File: config.mk
export PLATFORM = sky130hd
export DESIGN_NAME = mem_obi_lsu_flat
export DESIGN_NICKNAME = d
export VERILOG_FILES = /design/src/rtl/mem_obi_lsu_pkg.sv /design/src/rtl/mem_obi_lsu_if.sv /design/src/rtl/mem_obi_lsu.sv /design/src/flat_wrapper.sv
export SDC_FILE = /design/constraint.sdc
export NUM_CORES = 1
export LEC_CHECK = 0
export ABC_CLOCK_PERIOD_IN_PS = 9200
export BUFFER_PORTS_ARGS = -buffer_cell sky130_fd_sc_hd__buf_2
export CAP_MARGIN = 10
export CORE_ASPECT_RATIO = 0.6
export CORE_MARGIN = 4
export CORE_UTILIZATION = 45
export DETAILED_ROUTE_END_ITERATION = 7
export PLACE_DENSITY = 0.88
export SYNTH_ARGS = -nofsm -noshare
export SYNTH_HDL_FRONTEND = slang
export SYNTH_SLANG_ARGS = --single-unit
export TNS_END_PERCENT = 50
File: constraint.sdc
create_clock -name clk -period 9.2 [get_ports clk]
set_clock_uncertainty 0.15 [all_clocks]
set_input_delay 1.84 -clock clk [delete_from_list [all_inputs] [get_ports clk]]
set_output_delay 1.84 -clock clk [all_outputs]
set_load 0.02 [all_outputs]
File: src/rtl/mem_obi_lsu_pkg.sv
// Shared types for the MEM-stage load/store unit: FSM states, the OBI master
// request bundle and bus constants.
package mem_obi_lsu_pkg;
    localparam int LSU_DW = 32;
    localparam int LSU_AW = 32;
    localparam logic [3:0] OBI_BE_FULL = 4'hF;

    typedef enum logic [1:0] {LSU_IDLE, LSU_REQ, LSU_RESP, LSU_DONE} LSU_state;

    typedef struct packed {
        logic              req;
        logic              we;
        logic [3:0]        be;
        logic [LSU_AW-1:0] addr;
        logic [LSU_DW-1:0] wdata;
    } obi_m_req;
endpackage

File: src/rtl/mem_obi_lsu_if.sv
// OBI data-bus port between the LSU (master) and the memory interconnect (slave).
interface mem_obi_lsu_if #(
    parameter int AW = 32,
    parameter int DW = 32
);
    logic          req;
    logic          we;
    logic [3:0]    be;
    logic [AW-1:0] addr;
    logic [DW-1:0] wdata;
    logic          gnt;
    logic          rvalid;
    logic [DW-1:0] rdata;

    modport master (output req, we, be, addr, wdata, input gnt, rvalid, rdata);
    modport slave  (input req, we, be, addr, wdata, output gnt, rvalid, rdata);
endinterface

File: src/rtl/mem_obi_lsu.sv
// MEM-stage load/store unit: one OBI transaction per memory instruction, with
// pipeline stall until the response arrives and a one-cycle retire pulse.
module mem_obi_lsu
    import mem_obi_lsu_pkg::*;
#(
    parameter int DW = LSU_DW,
    parameter int AW = LSU_AW
) (
    input  logic          clk,
    input  logic          rst,
    input  logic [1:0]    mem_ctrl_i,
    input  logic [AW-1:0] addr_i,
    input  logic [DW-1:0] wdata_i,
    input  logic          flush_i,
    mem_obi_lsu_if.master obi,
    output logic          stall_o,
    output logic [DW-1:0] ld_data_o,
    output logic          done_o
);
    LSU_state state_q, state_d;
    obi_m_req bus_q;
    logic     squash_q;
    logic     mem_en, wr, launch;
    logic     unused_addr_lsb;

    assign mem_en          = mem_ctrl_i[1];
    assign wr              = mem_ctrl_i[0];
    assign launch          = (state_q == LSU_IDLE) && mem_en && !flush_i;
    assign unused_addr_lsb = ^addr_i[1:0];

    assign obi.req   = bus_q.req;
    assign obi.we    = bus_q.we;
    assign obi.be    = bus_q.be;
    assign obi.addr  = bus_q.addr;
    assign obi.wdata = bus_q.wdata;

    always_ff @(posedge clk or posedge rst) begin
        if (rst) state_q <= LSU_IDLE;
        else     state_q <= state_d;
    end

    always_comb begin
        state_d = state_q;
        stall_o = 1'b0;
        done_o  = 1'b0;
        case (state_q)
            LSU_IDLE: begin
                stall_o = mem_en && !flush_i;
                if (launch) state_d = LSU_REQ;
            end
            LSU_REQ: begin
                stall_o = 1'b1;
                if (obi.gnt) state_d = LSU_RESP;
            end
            LSU_RESP: begin
                stall_o = 1'b1;
                if (obi.rvalid) state_d = LSU_DONE;
            end
            LSU_DONE: begin
                // A squashed instruction must not retire, but its bus access still ran.
                done_o  = !squash_q;
                state_d = LSU_IDLE;
            end
            default: state_d = LSU_IDLE;
        endcase
    end

    always_ff @(posedge clk or posedge rst) begin
        if (rst) begin
            bus_q     <= '0;
            ld_data_o <= '0;
            squash_q  <= 1'b0;
        end else begin
            case (state_q)
                LSU_IDLE: if (launch) begin
                    bus_q.req   <= 1'b1;
                    bus_q.we    <= wr;
                    bus_q.be    <= OBI_BE_FULL;
                    bus_q.addr  <= {addr_i[AW-1:2], 2'b00};
                    bus_q.wdata <= wdata_i;
                    squash_q    <= 1'b0;
                end
                LSU_REQ: begin
                    if (obi.gnt) bus_q.req <= 1'b0;
                    if (flush_i) squash_q  <= 1'b1;
                end
                LSU_RESP: begin
                    if (flush_i) squash_q <= 1'b1;
                    // A flush arriving together with rvalid squashes the write-back too.
                    if (obi.rvalid && !bus_q.we && !squash_q && !flush_i)
                        ld_data_o <= obi.rdata;
                end
                LSU_DONE: squash_q <= 1'b0;
                default: ;
            endcase
        end
    end
endmodule

File: src/flat_wrapper.sv
// flat-port wrapper written by rule: the top's interface ports become plain ports
module mem_obi_lsu_flat import mem_obi_lsu_pkg::*;
#(
    parameter int DW = LSU_DW,
    parameter int AW = LSU_AW
)
  (clk, rst, mem_ctrl_i, addr_i, wdata_i, flush_i, stall_o, ld_data_o, done_o, obi_req, obi_we, obi_be, obi_addr, obi_wdata, obi_gnt, obi_rvalid, obi_rdata);
  mem_obi_lsu_if #(.AW(AW), .DW(DW)) obi_i ();
  input  logic clk;
  input  logic rst;
  input  logic [1:0] mem_ctrl_i;
  input  logic [AW-1:0] addr_i;
  input  logic [DW-1:0] wdata_i;
  input  logic flush_i;
  output logic stall_o;
  output logic [DW-1:0] ld_data_o;
  output logic done_o;
  output wire logic [$bits(obi_i.req)-1:0] obi_req;
  output wire logic [$bits(obi_i.we)-1:0] obi_we;
  output wire logic [$bits(obi_i.be)-1:0] obi_be;
  output wire logic [$bits(obi_i.addr)-1:0] obi_addr;
  output wire logic [$bits(obi_i.wdata)-1:0] obi_wdata;
  input wire logic [$bits(obi_i.gnt)-1:0] obi_gnt;
  input wire logic [$bits(obi_i.rvalid)-1:0] obi_rvalid;
  input wire logic [$bits(obi_i.rdata)-1:0] obi_rdata;
  assign obi_req = obi_i.req;
  assign obi_we = obi_i.we;
  assign obi_be = obi_i.be;
  assign obi_addr = obi_i.addr;
  assign obi_wdata = obi_i.wdata;
  assign obi_i.gnt = obi_gnt;
  assign obi_i.rvalid = obi_rvalid;
  assign obi_i.rdata = obi_rdata;
  mem_obi_lsu #(.DW(DW), .AW(AW)) u_core (.clk(clk), .rst(rst), .mem_ctrl_i(mem_ctrl_i), .addr_i(addr_i), .wdata_i(wdata_i), .flush_i(flush_i), .obi(obi_i), .stall_o(stall_o), .ld_data_o(ld_data_o), .done_o(done_o));
endmodule
# After elaboration in Yosys (flattened, before gate mapping)
# Cells that the tools add are included.
[totals] elab_cells=44 regBits=100 in_bits=103 out_inout_bits=104
[op_classes] n_eq_ne=7 reduce_logical=17 muxes=12
[op_table] operator="$mux W70" n=1
[op_table] operator="$pmux W2 S4" n=1
[op_table] operator="$logic_and A1 B1 Y1" n=6
[op_table] operator="$mux W2" n=3
[op_table] operator="$reduce_and A2 Y1" n=3
[op_table] operator="$reduce_and A3 Y1" n=2
[op_table] operator="$eq A2 B2 Y1 const B" n=2
[op_table] operator="$mux W1" n=4
[op_table] operator="$ne A2 B1 Y1 const B" n=2
[op_table] operator="$ne A2 B2 Y1 const B" n=2
[op_table] operator="$pmux W1 S2" n=2
[op_table] operator="$logic_not A1 Y1" n=3
[op_table] operator="$pmux W1 S3" n=1
[op_table] operator="$eq A2 B1 Y1 const B" n=1
[op_table] operator="$logic_not A2 Y1" n=1
[op_table] operator="$reduce_bool A2 Y1" n=1
[op_table] operator="$reduce_or A2 Y1" n=1

# Longest topological paths before layout
# Gate-level depths: netlist of run 1.
[depth] ltp_word=5 depth_mapped=6

# Worst setup path before layout of run 1
# No wires, ideal clock.
[synth_path] kind="input to output" start="in mem_ctrl_i[1]" end="out stall_o" required_ns=7.210 path_slack_ns=4.462 path_buffers=2 arrival_time_ns=2.748 path_stages=5 path_cell_list="nor2b_1 nand2_1 buf_4 buf_6 a21oi_1"
[synth_between] elab_chain_cells=2
[synth_lines] element="start: declaration" line="flat_wrapper.sv:11" rtl="input logic [1:0] mem_ctrl_i;"
[synth_lines] element="$logic_and A1 B1 Y1" line="mem_obi_lsu.sv:48" rtl="stall_o = mem_en && !flush_i;"
[synth_lines] element="$pmux W1 S2" line="mem_obi_lsu.sv:46" rtl="case (state_q)"
[synth_lines] element="end: declaration" line="flat_wrapper.sv:15" rtl="output logic stall_o;"
# No other way between the ends.

# Worst setup path after layout of run 1
[layout_path] start="in flush_i" end="out stall_o"
[layout_between] elab_chain_cells=3
[layout_lines] element="start: declaration" line="flat_wrapper.sv:14" rtl="input logic flush_i;"
[layout_lines] element="$logic_not A1 Y1" line="mem_obi_lsu.sv:48"
[layout_lines] element="$logic_and A1 B1 Y1" line="mem_obi_lsu.sv:48"
[layout_lines] element="$pmux W1 S2" line="mem_obi_lsu.sv:46"
# No other way between the ends.

==> metrics.txt, run 1 <==
status=finished clean; H-tree lvl count=3; fin. max-slew vios=0; total congestion overflow=0; Critical Path End Type=output port; Antenna Violating Nets Remaining=0; Setup crit start kind=primary input; count of final setup violators=0; # rows=26; Die Wd=about 130 um; Hold Path Class=register to register; Clock Tree Buf Depth=2; drt pass-1 iters=4; Post-CTS Hold Fix Bufs=0; gr usage total=between 15 and 20%; Reg2Reg Depth=4; worst r2r dst=u_core.ld_data_o[30]; Area after DPL=5100 sq um; P_leak=around 0.0029 uW; Final #Nets=around 550; register area=approximately 2500 sq um; CTS tree=built; vias per std cell=4.74; Tot Pwr=slightly above 2000 uW; CTS root buffer=clkbuf_16; GPL Wtd Cong=between 0.7 and 0.8; reg2reg setup slack=between 6000 and 7000 ps; global-route wire length before repair=14.0 mm; reg2reg start=u_core.state_q[0]; # resized after CTS=0; CTS Sinks=100; setup TNS=0 ps; area of the multi-input gates=approximately 1400 sq um; worst slack, placed=4650 ps; die area=10600 sq um; M1 GR Usage=between 20% and 30%; synthesis-to-layout area growth=32.9%; total number of vias=between 2000 and 3000; Clock transition at path regs=70 ps; Final min period=roughly 4600 ps; Crit path required time=between 7000 and 8000 ps; Synth Cell Area=between 4000 and 5000 sq um; worst-margin pin slew=between 1000 and 1500 ps; Final Hold Fails=0; Filler cells=between 600 and 700; drt drc=0; vias in the first global route=~2800; layout cells sized above 1=around 71%; I/O Pins=between 200 and 250; Final period util=between 40% and 50%; Chip Height=81.5 um; register area share after synthesis=between 60 and 70%; First DRT Iteration DRCs=93; worst skew pair latency=between 300 and 400 ps; critical path class=primary input to output port; FMAX=around 220 MHz; Hold Path Origin=u_core.obi.addr[13]; largest net degree at the start of global routing=66; Fin Hold WS=~350 ps; CTS buffer count=9; met2 GRT Util=between 20% and 30%; final setup margin=around 4600 ps; worst-path fanout max=4; Max-slew headroom=between 20% and 30%; RSZ-0062 raised after global routing=false; global-route track usage on met3=under 10%; Pwr Density=roughly 380 nW/um^2; Worst Hold Depth=1; Most Crowded Layer GR=met2; Gate Count Post-Synth=~240; total wire length=9.08 mm; setup bufs post-CTS=0; IR drop worst, VDD=approximately 220 uV; initial core utilization=a little under half; WP data arrival=2580 ps; CORE AREA=8650 sq um; detailed placement HPWL=between 6 and 7 mm; Ys Warns=0; Yosys cell types=22; WHS Endpoint=u_core.obi.addr[13]; Mean Syn Cell Area=about 17 sq um; ant diodes=0; Yosys reg bits=100; fin area=around 5400 sq um; DR WL/cell=around 16 um; initial antenna violation count=0; max-cap viol count=0; port buffer count=202
-- per-stage QoR --
| step | std cells | util [%] |
|---|---|---|
| 3_3_place_gp | 546 | 58.9 |
| 6_report | 562 | 62.3 |
| 3_5_place_dp | 546 | 58.9 |
| 5_1_grt | 562 | 62.3 |
| 2_1_floorplan | 245 | - |
| 4_1_cts | 562 | 62.3 |
-- synthesized netlist by cell type, drive strengths merged --
cell,count,area share [%]
o21ai,1,0.12
nand2,3,0.34
nor4b,1,0.37
o311ai,1,0.22
buf,15,3.3
a21oi,3,0.37
nor2b,3,0.46
a32oi,1,0.22
o221ai,1,0.22
inv,6,0.56
nand3,1,0.12
nor2,2,0.19
mux2,95,29
mux2i,1,0.25
nand2b,3,0.46
ha,6,1.9
dfrtp,100,62
conb,1,0.092
-- metal layers --
layer | wire length [um] | up-vias
met4 | 68 | 0
li1 | - | 1237
met1 | 3680 | 1301
met3 | 854 | 7
met5 | 0 | -
met2 | 4480 | 117
-- registers in the layout, indices dropped and copies added, names as in the netlist --
register	cells
u_core.ld_data_o	32
u_core.obi.addr	30
u_core.state_q	2
u_core.obi.be	1
u_core.obi.we	1
u_core.squash_q	1
u_core.obi.req	1
u_core.obi.wdata	32
-- kinds of logic after synthesis --
group | share of synthesized area (%)
flip-flops | 61.7
AND/OR/NAND/NOR | 1.94
adder cells (fa/ha/maj) | 1.85
multiplexers | 29.4
other | 0.0925
AO/OA/AOI/OAI | 1.14
buffers and inverters | 3.86
-- worst max path at each step --
| stage | to | startpoint |
|---|---|---|
| finish | stall_o | flush_i |
| global placement | stall_o | flush_i |
| detailed placement | stall_o | flush_i |
| global route | stall_o | flush_i |
| CTS | stall_o | flush_i |
| floorplan | stall_o | mem_ctrl_i[1] |
-- power by group --
part	leakage [uW]	internal (uW)	total (uW)	switching, uW
clock network	0.000139	211	367	156
registers	0.00121	656	769	113
logic	0.00153	397	901	504
total	0.00287	1260	2040	773
-- cell type report --
type,count,area share [%]
clock buffer,10,4.25
clock inverter,6,1.18
inverter,6,0.464
multi-input combinational,124,26.0
sequential,100,46.4
tap,112,2.60
timing repair buffer,204,19.0
-- cell usage in the layout (no fill, tap or decap), drive strengths merged --
| master | n |
|---|---|
| a21oi | 3 |
| a32oi | 1 |
| buf | 204 |
| bufinv | 1 |
| clkbuf | 10 |
| clkinv | 2 |
| clkinvlp | 2 |
| conb | 2 |
| dfrtp | 100 |
| ha | 6 |
| inv | 7 |
| mux2 | 95 |
| mux2i | 1 |
| nand2 | 3 |
| nand2b | 3 |
| nand3 | 1 |
| nor2 | 2 |
| nor2b | 3 |
| nor4b | 1 |
| o21ai | 1 |
| o221ai | 1 |
| o311ai | 1 |
-- worst max-delay path, cell delays in order --
cell     delay [ps]
buf_2           130
nor2b_1         210
nand2_2          80
a21oi_1         140
buf_2           180
(Power assumes the default switching activity.)
==> run 2: changes to the inputs <==
- ABC_CLOCK_PERIOD_IN_PS: 9200 -> 4700
- clock period: 9.2 -> 4.7 ns (I/O delays scaled with it)
==> metrics.txt, run 2 (same netlist as run 1, synthesis figures left out) <==
met2 GRT Util=29.3% (+0.76 points); Fin Hold WS=349 ps (-2.48 ps); CTS root buffer=clkbuf_16; CORE AREA=8650 sq um (unchanged); switching portion of total power=37.3% (-0.64 points); Reg2Reg Depth=4 (unchanged); Antenna Violating Nets Remaining=0 (unchanged); Filler cells=653 (-2.4%); global-route wire length before repair=14.2 mm (+0.93%); die area=10600 sq um (unchanged); setup bufs post-CTS=0 (unchanged); reg2reg setup slack=2440 ps (-4510 ps); setup TNS=0 ps (unchanged); gr usage total=17.1% (+0.14 points); IR drop worst, VDD=443 uV (+100%); critical path class=primary input to output port; # resized after CTS=0 (unchanged); Net Switching=1510 uW (+96%); CTS tree=built; Clock transition at path regs=60 ps (about the same); H-tree lvl count=3 (unchanged); synthesis-to-layout area growth=33.7%; sequential share of power=37.1% (-0.6 points); Most Crowded Layer GR=met2; port buffer count=202 (unchanged); worst-path fanout max=4 (unchanged); worst-margin pin slew=1060 ps (+0.375 ps); commonest non-fill, non-tap cells in the layout=202 x buf_2, 100 x dfrtp_1, 65 x mux2_2; Pint=2540 uW (+100%); total wire length=9.03 mm (-0.56%); Clock Tree Buf Depth=2 (unchanged); DR WL/cell=16.1 um (-0.56%); P_leak=0.00289 uW (+0.47%); worst r2r dst=u_core.ld_data_o[30]; Critical Path End Type=output port; initial antenna violation count=0 (unchanged); WHS Endpoint=u_core.obi.wdata[14]; I/O Pins=207 (unchanged); largest net degree at the start of global routing=66 (unchanged); Pwr Density=748 nW/um^2 (+98%); ant diodes=0 (unchanged); detailed placement HPWL=6.94 mm (+0.83%); Chip Height=81.5 um (unchanged); reg2reg start=u_core.state_q[0]; Final #Nets=554 (unchanged); Max-slew headroom=29.4% (about the same); Post-CTS Hold Fix Bufs=0 (unchanged); Setup crit start kind=primary input; worst skew pair latency=330 ps (about the same); most common cell after layout, fill and taps aside=buf_2; total congestion overflow=0 (unchanged); initial core utilization=46.9% (unchanged); Die Wd=131 um (unchanged); RSZ-0062 raised after global routing=false; leading registers by flop count=u_core.ld_data_o: 32 flops, u_core.obi.wdata: 32 flops, u_core.obi.addr: 30 flops; count of final setup violators=0 (unchanged); fin. max-slew vios=0 (unchanged); M1 GR Usage=20.9% (+0.088 points); Hold Path Class=register to register; FMAX=around 360 MHz; drt pass-1 iters=4 (unchanged); # rows=26 (unchanged); drt drc=0 (unchanged); Final period util=between 50% and 60%; Crit path required time=3610 ps (-3600 ps); CTS Sinks=100 (unchanged); GPL Wtd Cong=0.738 (-5.0%); status=finished clean; max-cap viol count=0 (unchanged); Clk pwr share=19.4% (+1.4 points); layout cells sized above 1=70.7% (unchanged); vias in the first global route=2829 (+0.18%); CTS buffer count=9 (unchanged); Final Hold Fails=0 (unchanged); total number of vias=2649 (-0.49%); Final min period=roughly 2800 ps; WP data arrival=1680 ps (-900 ps); global-route track usage on met3=6.63% (-0.19 points); vias per std cell=4.71 (-0.49%); Comb pwr share=43.5% (-0.7 points); First DRT Iteration DRCs=52 (-44%); crit path from=flush_i; Hold Path Origin=u_core.obi.wdata[14]; Worst Hold Depth=1 (unchanged)
[run 2: cell types whose count changed in the layout (fill, tap and decap cells not counted), sizes merged]
cell    delta
bufinv     +1
clkbuf     +1
clkinv     -2
[run 2: worst max-delay path by stage]
| stage | to |
|---|---|
| global placement | u_core.ld_data_o[18] |
| finish | stall_o |
| global route | stall_o |
| CTS | stall_o |
| detailed placement | u_core.ld_data_o[18] |
| floorplan | u_core.ld_data_o[0] |
[run 2: routing by layer]
metal	vias up	share of wire, %
li1	1238	-
met1	1292	41
met2	114	49
met3	5	9.0
met4	0	0.42
met5	-	0
[run 2: power groups by stage]
stage	clock network (uW)	registers, uW	logic, uW
finish	789	1510	1760
global route	849	1560	1890
detailed placement	0	1520	1790
CTS	809	1510	1790
floorplan	0	2020	667
global placement	0	1480	1740
[run 2: critical path: stages]
cell and delay (ps):
buf_2 120, nor2b_1 200, nand2_2 90, a21oi_1 150
buf_2 190
[run 2: cell type report]
cell class / instances / area, sq um / share of cell area [%]
clock inverter: 5 / 83.8 / 1.55
timing repair buffer: 204 / 1030 / 18.9
inverter: 6 / 25.0 / 0.461
clock buffer: 11 / 243 / 4.48
sequential: 100 / 2500 / 46.1
tap: 112 / 140 / 2.58
multi-input combinational: 124 / 1400 / 25.9
[run 2: through the flow]
stage / setup WS [ps] / util (%) / power, uW / area [sq um] / cells
after floorplan: 991 / - / 2680 / 4060 / 245
after global placement: 1950 / 58.9 / 3210 / 5100 / 546
after detailed placement: 1900 / 58.9 / 3310 / 5100 / 546
after CTS: 1930 / 62.7 / 4110 / 5420 / 562
after global routing: 1870 / 62.7 / 4300 / 5420 / 562
final: 1930 / 62.7 / 4060 / 5420 / 562
